**src/rtl/cofre_pkg.sv**
```systemverilog
// Shared types and 7-segment encodings for the safe controller.
// Segment bit 0 is 'a' through bit 6 is 'g', active-high.
package cofre_pkg;

  typedef enum logic [1:0] {
    FECHADO   = 2'd0,
    ABERTO    = 2'd1,
    BLOQUEADO = 2'd2
  } cofre_estado_t;

  localparam logic [6:0] SEG_0 = 7'b0111111;
  localparam logic [6:0] SEG_1 = 7'b0000110;
  localparam logic [6:0] SEG_2 = 7'b1011011;
  localparam logic [6:0] SEG_3 = 7'b1001111;
  localparam logic [6:0] SEG_4 = 7'b1100110;
  localparam logic [6:0] SEG_5 = 7'b1101101;
  localparam logic [6:0] SEG_6 = 7'b1111101;
  localparam logic [6:0] SEG_7 = 7'b0000111;
  localparam logic [6:0] SEG_8 = 7'b1111111;
  localparam logic [6:0] SEG_9 = 7'b1101111;
  localparam logic [6:0] SEG_A = 7'b1110111;

  function automatic logic [6:0] digito_7seg(input logic [3:0] d);
    logic [6:0] seg;
    case (d)
      4'd0:    seg = SEG_0;
      4'd1:    seg = SEG_1;
      4'd2:    seg = SEG_2;
      4'd3:    seg = SEG_3;
      4'd4:    seg = SEG_4;
      4'd5:    seg = SEG_5;
      4'd6:    seg = SEG_6;
      4'd7:    seg = SEG_7;
      4'd8:    seg = SEG_8;
      4'd9:    seg = SEG_9;
      default: seg = 7'b0000000;
    endcase
    return seg;
  endfunction

endpackage

```
**src/rtl/diferenca_abs.sv**
```systemverilog
// Absolute difference |a - b| taken from the borrow of a WIDTH+1-bit subtract,
// so the full range is representable with no wrap-around.
module diferenca_abs #(
  parameter int WIDTH = 4
) (
  input  logic [WIDTH-1:0] a_i,
  input  logic [WIDTH-1:0] b_i,
  output logic [WIDTH-1:0] diff_o
);

  logic [WIDTH:0] sub_ab;
  logic [WIDTH:0] sub_ba;

  assign sub_ab = {1'b0, a_i} - {1'b0, b_i};
  assign sub_ba = {1'b0, b_i} - {1'b0, a_i};

  // A set top bit is the borrow: a < b, so take the reverse subtraction.
  assign diff_o = sub_ab[WIDTH] ? sub_ba[WIDTH-1:0] : sub_ab[WIDTH-1:0];

endmodule

```
**src/rtl/cofre_controlador.sv**
```systemverilog
// Clocked safe controller: password compare, failure counting, timed lockout,
// password programming while open, and a remaining-attempts 7-segment display.
module cofre_controlador
  import cofre_pkg::*;
#(
  parameter int             WIDTH           = 4,
  parameter int             TOLERANCIA      = 3,
  parameter int             MAX_TENTATIVAS  = 3,
  parameter int             BLOQUEIO_CICLOS = 16,
  parameter logic [WIDTH-1:0] SENHA_INICIAL = '0
) (
  input  logic             clk,
  input  logic             rst_n,
  input  logic [WIDTH-1:0] tentativa,
  input  logic             confirmar,
  input  logic             fechar,
  input  logic             programar,
  output logic             led0,
  output logic             led1,
  output logic             led2,
  output logic             led_bloqueio,
  output logic [7:0]       display,
  output logic [1:0]       estado_dbg
);

  localparam int TW = $clog2(BLOQUEIO_CICLOS + 1);
  localparam logic [3:0]    MAX_T = 4'(MAX_TENTATIVAS);
  localparam logic [WIDTH:0] TOL  = (WIDTH + 1)'(TOLERANCIA);

  // confirmar/fechar/programar are single-cycle strobes with no back-pressure:
  // every high cycle sampled at a rising edge is one event.
  cofre_estado_t    estado_q;
  logic [WIDTH-1:0] senha_q;
  logic [3:0]       falhas_q;
  logic [TW-1:0]    timer_q;
  logic             led0_q, led1_q, led2_q, led_bloq_q;
  logic [7:0]       display_q;

  logic [WIDTH-1:0] diff;
  logic             acerto;
  logic             perto;
  logic [3:0]       falhas_d;

  diferenca_abs #(.WIDTH(WIDTH)) u_diff (
    .a_i    (senha_q),
    .b_i    (tentativa),
    .diff_o (diff)
  );

  assign acerto   = (tentativa == senha_q);
  assign perto    = ({1'b0, diff} <= TOL);
  assign falhas_d = falhas_q + 4'd1;

  always_ff @(posedge clk) begin
    if (!rst_n) begin
      estado_q   <= FECHADO;
      senha_q    <= SENHA_INICIAL;
      falhas_q   <= '0;
      timer_q    <= '0;
      led0_q     <= 1'b0;
      led1_q     <= 1'b0;
      led2_q     <= 1'b0;
      led_bloq_q <= 1'b0;
      display_q  <= {1'b0, digito_7seg(MAX_T)};
    end else begin
      case (estado_q)
        FECHADO: begin
          if (confirmar) begin
            if (acerto) begin
              estado_q  <= ABERTO;
              falhas_q  <= '0;
              led0_q    <= 1'b1;
              led1_q    <= 1'b0;
              led2_q    <= 1'b0;
              display_q <= {1'b0, SEG_A};
            end else begin
              led1_q <= perto;
              led2_q <= 1'b1;
              if (falhas_d == MAX_T) begin
                estado_q   <= BLOQUEADO;
                falhas_q   <= '0;
                timer_q    <= TW'(BLOQUEIO_CICLOS - 1);
                led_bloq_q <= 1'b1;
                display_q  <= {1'b1, SEG_0};
              end else begin
                falhas_q  <= falhas_d;
                display_q <= {1'b0, digito_7seg(MAX_T - falhas_d)};
              end
            end
          end
        end
        ABERTO: begin
          if (programar) begin
            senha_q <= tentativa;
          end
          if (fechar) begin
            estado_q  <= FECHADO;
            led0_q    <= 1'b0;
            led1_q    <= 1'b0;
            led2_q    <= 1'b0;
            display_q <= {1'b0, digito_7seg(MAX_T - falhas_q)};
          end
        end
        BLOQUEADO: begin
          // Timer holds cycles left after this one; zero means this is the last.
          if (timer_q == '0) begin
            estado_q   <= FECHADO;
            led1_q     <= 1'b0;
            led2_q     <= 1'b0;
            led_bloq_q <= 1'b0;
            display_q  <= {1'b0, digito_7seg(MAX_T - falhas_q)};
          end else begin
            timer_q <= timer_q - TW'(1);
          end
        end
        default: begin
          estado_q <= FECHADO;
        end
      endcase
    end
  end

  assign led0         = led0_q;
  assign led1         = led1_q;
  assign led2         = led2_q;
  assign led_bloqueio = led_bloq_q;
  assign display      = display_q;
  assign estado_dbg   = estado_q;

endmodule

```
**config.mk**
```make
export PLATFORM = sky130hd
export DESIGN_NAME = cofre_controlador
export DESIGN_NICKNAME = d
export VERILOG_FILES = /design/src/rtl/cofre_pkg.sv /design/src/rtl/diferenca_abs.sv /design/src/rtl/cofre_controlador.sv
export SDC_FILE = /design/constraint.sdc
export NUM_CORES = 1
export LEC_CHECK = 0
export BUFFER_PORTS_ARGS = -buffer_cell sky130_fd_sc_hd__clkbuf_2
export CAP_MARGIN = 40
export CORE_ASPECT_RATIO = 0.7
export CORE_MARGIN = 2
export CORE_UTILIZATION = 44
export CTS_BUF_LIST = sky130_fd_sc_hd__clkbuf_8
export DETAILED_ROUTE_END_ITERATION = 10
export PLACE_DENSITY_LB_ADDON = 0.15
export SLEW_MARGIN = 25
export SYNTH_ARGS = -nofsm -noshare
export SYNTH_HDL_FRONTEND = slang
export SYNTH_SLANG_ARGS = --single-unit
```
**constraint.sdc**
```tcl
create_clock -name clk -period 3.7 [get_ports clk]
set_input_delay 0.74 -clock clk [delete_from_list [all_inputs] [get_ports clk]]
set_output_delay 0.74 -clock clk [all_outputs]
set_load 0.02 [all_outputs]
```
==> flow_summary.yaml, run 1 <==
global_route:
  gr-total-overflow: 0
  grt_pass1_wl_mm: 7.71
  grtUsageTotal_pct: 18.7
  antenna_found_initial: 0
  grt_start_max_net_pins: 26
  grt_pass1_vias: 1628
place:
  place.gp.congestion: 0.894
  portBuffers: 22
  dp_hpwl_mm: 3.35
detailed_routing:
  drc: 0
  num_vias: 1832
  dr.first_iter.drc_count: 147
  wl_mm: 4.55
  wl_per_cell_um: 14.1
  dr.pass1.iters: 4
  vias_per_cell: 5.67
  ant_nets: 0
clocking:
  cts_made_buffers: 3
  cts_root_buf: "clkbuf_8"
  clk_pin_slew_worst_paths_ns: 0.09
  numClockSinks: 27
  post_cts_resized: 0
  clockBufferDepth: 2
  cts.htree.levels: 1
  ctsHoldBuffers: 0
  post-cts-setup-buffers: 0
  cts_tree: "done"
  clk_latency_ns: 0.27
layout:
  diodes: 0
  multi_input_area_um2: 1290
  area_growth_pct: 8.18
  drive_gt1_share_pct: 13.1
  ff_latch_area_um2: 541
  nFillCells: 437
  nNetsFinal: 299
min_path:
  hold_path.class: "flop to flop"
timing:
  fin_setup_tns_ns: 0
  final-setup-viol-count: 0
  rsz0062_at_grt: "false"
  max_freq_ghz: 0.346
  maxSlewHeadroom_pct: 65.9
  hold_viol: 0
  fin_skew_ns: 0.00532
  finalMaxSlewViolations: 0
  worstMarginPinSlew_ns: 0.505
  post-route-period-util_pct: 78.1
  finalCriticalPeriod_ns: 2.89
yosys:
  synthAdderAreaFrac_pct: 13.3
  synth.cell_area_um2: 1970
  yosysTopAreaCellShare_pct: 27.4
  synth.most_common_cell: "a21oi_1"
  synth_area_leaders: "dfxtp_1 27%, ha_1 13%, a21oi_1 7.4%"
  syn_area_per_cell_um2: 7.71
  synth_nets: 286
  synthSimpleGateAreaFrac_pct: 25.0
  synth-compound-area-share_pct: 23.5
  synth_edf_count: 0
  ys_warn_count: 0
  synth_top_family_by_area: "simple AND/OR/NAND/NOR gates"
  ys_ff_latch: 27
  synthMuxAreaShare_pct: 2.22
  synth_cell_types: 55
  yosys-top-cells-count: "29 x a21oi_1, 27 x dfxtp_1, 23 x nand2_1, 21 x ha_1, 20 x inv_1"
  postSynthCellCount: 256
  synth_top_area_cell: "dfxtp_1"
  synth-xor-area-share_pct: 1.33
  synth-seq-area-share_pct: 27.4
  postSynth.asyncResetShare_pct: 0
  synth_flop_cell: "dfxtp_1"
critical_path:
  cp-end-kind: "flop"
  critPathKind: "flop to flop"
  crit_top_cell: "ha_1"
  required_ns: 3.87
  slowest_stage: "dfxtp_1"
  path_cells: "inv_1 -> ha_1 -> ha_1 -> and3_1 -> nor4_1 -> nand2_1 -> a221oi_2 -> o21ai_1"
  crit_buf_inv: 1
  start_kind: "flop"
  cp_data_arrival_time_ns: 3.06
  max_stage_delay_ns: 0.63
  critPathTopFamily: "adder cells"
  critPathMaxFanout: 17
pwr:
  peakVddDrop_v: 0.000169
  power_mw: 0.695
  powerDensity_nw_per_um2: 326
  p_leak_nw: 0.862
floorplanning:
  io_pins: 23
  dieHeight_um: 60.0
  die_x_um: 84.0
  rows: 20
  dieArea_um2: 5040
  start_util_pct: 45.6
  core_area_um2: 4330
job:
  drv_cap: 0
run_status:
  outcome: "complete, no violations"
## cell type report
class                           instances  share of cell area [%]
Clock inverter                          1                   0.176
Tap cell                               55                    3.22
Inverter                               21                    3.69
Multi-Input combinational cell        194                    60.5
Clock buffer                            3                    1.93
Timing Repair Buffer                   22                    5.16
Sequential cell                        27                    25.3
## worst reg2reg max path, delay by kind of cell (launching register included)
kind,cells,cell delay [ns]
fa+ha+maj,2,0.99
simple gates,3,0.68
flops,1,0.63
compound gates,2,0.36
buf+inv,1,0.13
## final timing paths
kind | startpoint | end | slack, ns | depth (start not counted)
max | falhas_q[2] | display[3] | 0.81 | 8
min | led2 | led2 | 0.46 | 2
max reg2reg | falhas_q[2] | display[3] | 0.81 | 8
min reg2reg | led2 | led2 | 0.46 | 2
## sequential cells by signal, summed over array words and instances (netlist names)
register	cells
falhas_q	4
led1	1
display	8
led0	1
senha_q	4
led_bloqueio	1
timer_q	5
estado_dbg	2
led2	1
## through the flow
step | instances | cell area [um2] | setup WS, ns | hold slack (ns) | utilization (%)
finish | 323 | 2130 | 0.810 | 0.457 | 49.3
global route | 323 | 2130 | 0.488 | 0.486 | 49.3
CTS | 323 | 2130 | 0.842 | 0.461 | 49.3
detailed placement | 319 | 2090 | 0.864 | 0.447 | 48.3
global placement | 319 | 2090 | 0.924 | 0.443 | 48.3
floorplan | 256 | 1970 | 1.15 | 0.440 | -
## kinds of logic (layout without fill, tap and decap cells)
family	after synthesis	after routing
AOI/OAI and AO/OA	73	73
xor gates and xnor gates	3	3
adders and majority gates	21	21
buffers and inverters	35	47
DFF	27	27
muxes	4	4
and+or+nand+nor	93	93
## placed cells by master, fill, tap and decap left out, types with 3 or more instances in the layout
| master | count |
|---|---|
| nor2b_1 | 5 |
| clkbuf_8 | 3 |
| inv_1 | 21 |
| clkbuf_2 | 22 |
| nand3_1 | 13 |
| a211oi_1 | 3 |
| nor4_1 | 5 |
| dfxtp_1 | 27 |
| nor2_1 | 19 |
| ha_1 | 21 |
| a21oi_1 | 29 |
| o21ai_0 | 16 |
| nand2b_1 | 5 |
| nand2_1 | 23 |
| mux2_2 | 3 |
| nor3_1 | 8 |
## power breakdown
part           leakage, nW  internal (mW)  switching (mW)  total [mW]
registers            0.220          0.310          0.0180       0.328
clock network       0.0269         0.0745          0.0940       0.168
logic                0.615         0.0784           0.121       0.199
## routing by layer
layer	routed length [um]	up-vias	global-route usage, %
met2	1870	47	28.5
met1	2460	841	27.8
met3	191	2	3.73
li1	-	942	-
met5	0	-	0
met4	18	0	3.23
Power figures use the tool's default switching activity.
==> run 2, diff against run 1 <==
==> constraint.sdc (replaced) <==
create_clock -name clk -period 2.4 [get_ports clk]
set_input_delay 0.48 -clock clk [delete_from_list [all_inputs] [get_ports clk]]
set_output_delay 0.48 -clock clk [all_outputs]
set_load 0.02 [all_outputs]
==> run 2 against run 1 <==
Via count is 0.38% lower. Flip-flop and latch count stayed put. Sequential share of layout area is 0.97 points lower. Largest cell class unchanged.
==> flow_summary.yaml, run 2 (synthesis results as in run 1) <==
detailed_routing:
  dr.first_iter.drc_count: 144
  wl_mm: 4.44
  wl_per_cell_um: 13.4
  vias_per_cell: 5.50
  dr.pass1.iters: 4
  drc: 0
  num_vias: 1825
  ant_nets: 0
critical_path:
  cp-end-kind: "flop"
  cp_data_arrival_time_ns: 2.41
  path_cells: "ha_1 -> ha_1 -> ha_1 -> and3_1 -> nor4_2 -> nand2_1 -> a221oi_2 -> o21ai_1"
  required_ns: 2.57
  start_kind: "flop"
  critPathKind: "flop to flop"
  slowest_stage: "ha_1"
  critPathMaxFanout: 3
  critPathTopFamily: "adder cells"
  crit_buf_inv: 0
  max_stage_delay_ns: 0.33
  crit_top_cell: "ha_1"
layout:
  ff_latch_area_um2: 541
  nFillCells: 440
  fin_cells: 332
  layout_common_cells: "29 x a21oi_1, 27 x dfxtp_1, 23 x nand2_1"
  final_common_cell: "a21oi_1"
  largest_reg_flops: 8
  area_growth_pct: 12.5
  multi_input_area_um2: 1310
  diodes: 0
  utilization_pct: 51.3
  nNetsFinal: 308
  drive_gt1_share_pct: 16.6
place:
  dp_hpwl_mm: 3.38
  portBuffers: 22
  place.gp.congestion: 0.892
  dp_cells: 328
timing:
  max_freq_ghz: 0.446
  post-route-period-util_pct: 93.5
  final-setup-viol-count: 0
  hold_viol: 0
  finalMaxSlewViolations: 0
  worstMarginPinSlew_ns: 0.449
  finalCriticalPeriod_ns: 2.24
  fin_skew_ns: 0.00788
  maxSlewHeadroom_pct: 70.0
floorplanning:
  die_x_um: 84.0
  start_util_pct: 45.6
  dieArea_um2: 5040
  core_area_um2: 4330
  rows: 20
  io_pins: 23
  dieHeight_um: 60.0
clocking:
  cts_made_buffers: 3
  clk_latency_ns: 0.27
  post_cts_resized: 0
  cts_tree: "done"
  clk_pin_slew_worst_paths_ns: 0.10
  cts.htree.levels: 1
  post-cts-setup-buffers: 0
  clockBufferDepth: 2
  numClockSinks: 27
  cts_root_buf: "clkbuf_8"
  ctsHoldBuffers: 0
min_path:
  hold_path.class: "input pin to flop"
global_route:
  grt_start_max_net_pins: 26
  grt_pass1_wl_mm: 7.84
  antenna_found_initial: 0
  gr-total-overflow: 0
  grtUsageTotal_pct: 19.0
  grt_pass1_vias: 1638
run_status:
  outcome: "complete, no violations"
pwr:
  powerDensity_nw_per_um2: 486
  peakVddDrop_v: 0.000292
  p_leak_nw: 0.912
job:
  drv_cap: 0
==> run 2: cell types whose count changed in the layout (fill, tap and decap cells not counted), sizes merged <==
| cell | delta |
|---|---|
| buf | +9 |
==> run 2: final cells by class <==
cell class,count,area share [%]
multi-input cells,194,58.8
clock buffers,3,1.86
clock inverters,1,0.169
inverters,21,3.55
flip-flops and latches,27,24.4
well taps,55,3.10
repair buffers,31,8.17
==> run 2: power by group <==
group,switching [mW],total (mW),internal [mW]
Combinational,0.194,0.324,0.130
Sequential,0.0196,0.497,0.477
Clock,0.143,0.258,0.115
Total,0.357,1.08,0.722
==> run 2: per-layer routing <==
| metal | vias up | track usage [%] | wire, um |
|---|---|---|---|
| met2 | 27 | 26.6 | 1760 |
| met3 | 2 | 3.59 | 177 |
| met5 | - | 0 | 0 |
| met1 | 830 | 30.1 | 2480 |
| met4 | 0 | 3.23 | 18 |
| li1 | 966 | - | - |
==> run 2: path summary, 6_finish.rpt <==
path / endpoint / depth (start not counted) / start / slack [ns]
max: display[3] / 8 / falhas_q[0] / 0.16
min: senha_q[3] / 3 / tentativa[3] / 0.44
max reg2reg: display[3] / 8 / falhas_q[0] / 0.16
min reg2reg: display[5] / 2 / display[5] / 0.46
==> run 2: stage by stage <==
stage,instance area (um2),TNS (ns),power [mW],setup WS [ns],hold slack [ns]
detailed placement,2160,0,0.827,0.192,0.447
floorplan,1980,0,0.742,0.0200,0.440
finish,2220,0,1.08,0.156,0.445
global route,2220,-0.000808,1.15,-0.000808,0.451
CTS,2200,0,1.09,0.170,0.440
global placement,2160,0,0.827,0.187,0.444
==> run 2: worst reg2reg max path: stages (launching register included) <==
cell	delay [ns]
dfxtp_1	0.32
ha_1	0.21
ha_1	0.30
ha_1	0.33
and3_1	0.23
nor4_2	0.28
nand2_1	0.11
a221oi_2	0.26
o21ai_1	0.10
==> run 3, diff against run 2 <==
--- a/config.mk
+++ b/config.mk
@@ -9,7 +9,7 @@
 export CAP_MARGIN = 40
 export CORE_ASPECT_RATIO = 0.7
 export CORE_MARGIN = 2
-export CORE_UTILIZATION = 44
+export CORE_UTILIZATION = 55
 export CTS_BUF_LIST = sky130_fd_sc_hd__clkbuf_8
 export DETAILED_ROUTE_END_ITERATION = 10
 export PLACE_DENSITY_LB_ADDON = 0.15
==> run 3 against run 2 <==
Register-to-register slack gained 0.04 ns. Routed wire length shrank 2.7%. First-iteration DRC count shrank 8.3%. Sequential share of layout area grew 0.35 points. Utilization grew 12 points. Largest power group unchanged. Highest routed layer unchanged.
==> flow_summary.yaml, run 3 (synthesis results as in run 1) <==
clocking:
  clk_latency_ns: 0.27
  cts_made_buffers: 3
  numClockSinks: 27
  ctsHoldBuffers: 0
  cts_tree: "done"
  cts_root_buf: "clkbuf_8"
  cts.htree.levels: 1
  post-cts-setup-buffers: 0
  post_cts_resized: 0
  clk_pin_slew_worst_paths_ns: 0.09
  clockBufferDepth: 2
timing:
  post-route-period-util_pct: 92.0
  maxSlewHeadroom_pct: 72.3
  fin_setup_tns_ns: 0
  rsz0062_at_grt: "false"
  fin_skew_ns: 0.00585
  max_freq_ghz: 0.453
  worstMarginPinSlew_ns: 0.410
  hold_viol: 0
  worst_slack_ns: 0.192
  whs_ns: 0.454
  finalCriticalPeriod_ns: 2.21
  final-setup-viol-count: 0
  finalMaxSlewViolations: 0
layout:
  utilization_pct: 63.1
  nNetsFinal: 307
  diodes: 0
  largest_reg_flops: 8
  final_common_cell: "a21oi_1"
  nFillCells: 333
  drive_gt1_share_pct: 15.6
  ff_latch_area_um2: 541
  area_growth_pct: 10.9
  layout_common_cells: "29 x a21oi_1, 27 x dfxtp_1, 23 x nand2_1"
  multi_input_area_um2: 1290
global_route:
  top_usage_layer: "met1"
  gr-total-overflow: 0
  met2_usage_pct: 32.5
  grt_start_max_net_pins: 26
  grt_pass1_vias: 1503
  gr-usage-met1_pct: 33.8
  antenna_found_initial: 0
  grt_pass1_wl_mm: 6.95
  met3_usage_pct: 4.68
  grtUsageTotal_pct: 22.2
pwr:
  peakVddDrop_v: 0.000261
  p_leak_nw: 0.902
  powerDensity_nw_per_um2: 489
floorplanning:
  rows: 18
  start_util_pct: 56.9
  core_area_um2: 3470
  dieArea_um2: 4090
  dieHeight_um: 54.1
  io_pins: 23
  die_x_um: 75.6
critical_path:
  cp-end-kind: "flop"
  critPathMaxFanout: 3
  cp_data_arrival_time_ns: 2.37
  rrSetupSlack_ns: 0.19
  critPathKind: "flop to flop"
  required_ns: 2.57
  r2r_cells: 8
  start_kind: "flop"
  r2r_start: "falhas_q[0]"
  r2r-end: "display[3]"
detailed_routing:
  dr.first_iter.drc_count: 132
  vias_per_cell: 5.66
  wl_per_cell_um: 13.3
  num_vias: 1845
  ant_nets: 0
  wl_mm: 4.32
  dr.pass1.iters: 4
  drc: 0
min_path:
  worstHoldStart: "rst_n"
  min_to: "display[3]"
  hold_path.class: "input pin to flop"
  holdPathStages: 2
place:
  post-place-ws_ns: 0.133
  dp_hpwl_mm: 3.25
  place.gp.congestion: 0.850
  portBuffers: 22
job:
  drv_cap: 0
run_status:
  outcome: "complete, no violations"
==> run 3: cell types whose count changed in the layout (fill, tap and decap cells not counted) <==
cell     change
buf_6        -1
nor4_1       +1
nor4_2       -1
xnor2_1      +1
xnor2_2      -1
==> run 3: cell type report <==
| class | count | share of cell area (%) |
|---|---|---|
| sequential | 27 | 24.7 |
| timing repair buffer | 30 | 7.78 |
| clock buffer | 3 | 1.89 |
| tap | 50 | 2.86 |
| multi-input combinational | 194 | 59.0 |
| inverter | 21 | 3.60 |
| clock inverter | 1 | 0.172 |
==> run 3: metrics by stage <==
step	area (um2)	total power, mW	std cells
after floorplan	1980	0.742	256
after global placement	2140	0.819	322
after detailed placement	2140	0.822	322
after CTS	2190	1.07	326
after global routing	2190	1.14	326
final	2190	1.07	326
==> run 3: power by group <==
group / internal [mW] / leakage [nW] / switching [mW] / total, mW
Sequential: 0.477 / 0.220 / 0.0196 / 0.497
Combinational: 0.127 / 0.655 / 0.192 / 0.319
Clock: 0.115 / 0.0269 / 0.140 / 0.255
Total: 0.719 / 0.902 / 0.352 / 1.07
==> run 3: per-layer routing <==
metal / part of all wire [%] / routed length, um
met3: 4.6 / 199
met5: 0 / 0
met2: 39 / 1700
met4: 0.58 / 25
met1: 55 / 2390
==> run 3: worst max-delay path, stage by stage (launching register included) <==
cell and delay, ns:
dfxtp_1 0.32, ha_1 0.20, ha_1 0.30, ha_1 0.31
and3_1 0.23, nor4_1 0.27, nand2_1 0.11, a221oi_2 0.27
o21ai_1 0.09
==> run 3: how the worst max path moves through the flow <==
stage | end | startpoint | depth (start not counted)
2_1_floorplan | display[3] | falhas_q[2] | 10
3_3_place_gp | timer_q[3] | tentativa[3] | 8
3_5_place_dp | timer_q[3] | tentativa[3] | 8
4_1_cts | display[3] | falhas_q[0] | 8
5_1_grt | display[3] | falhas_q[0] | 9
6_report | display[3] | falhas_q[0] | 8
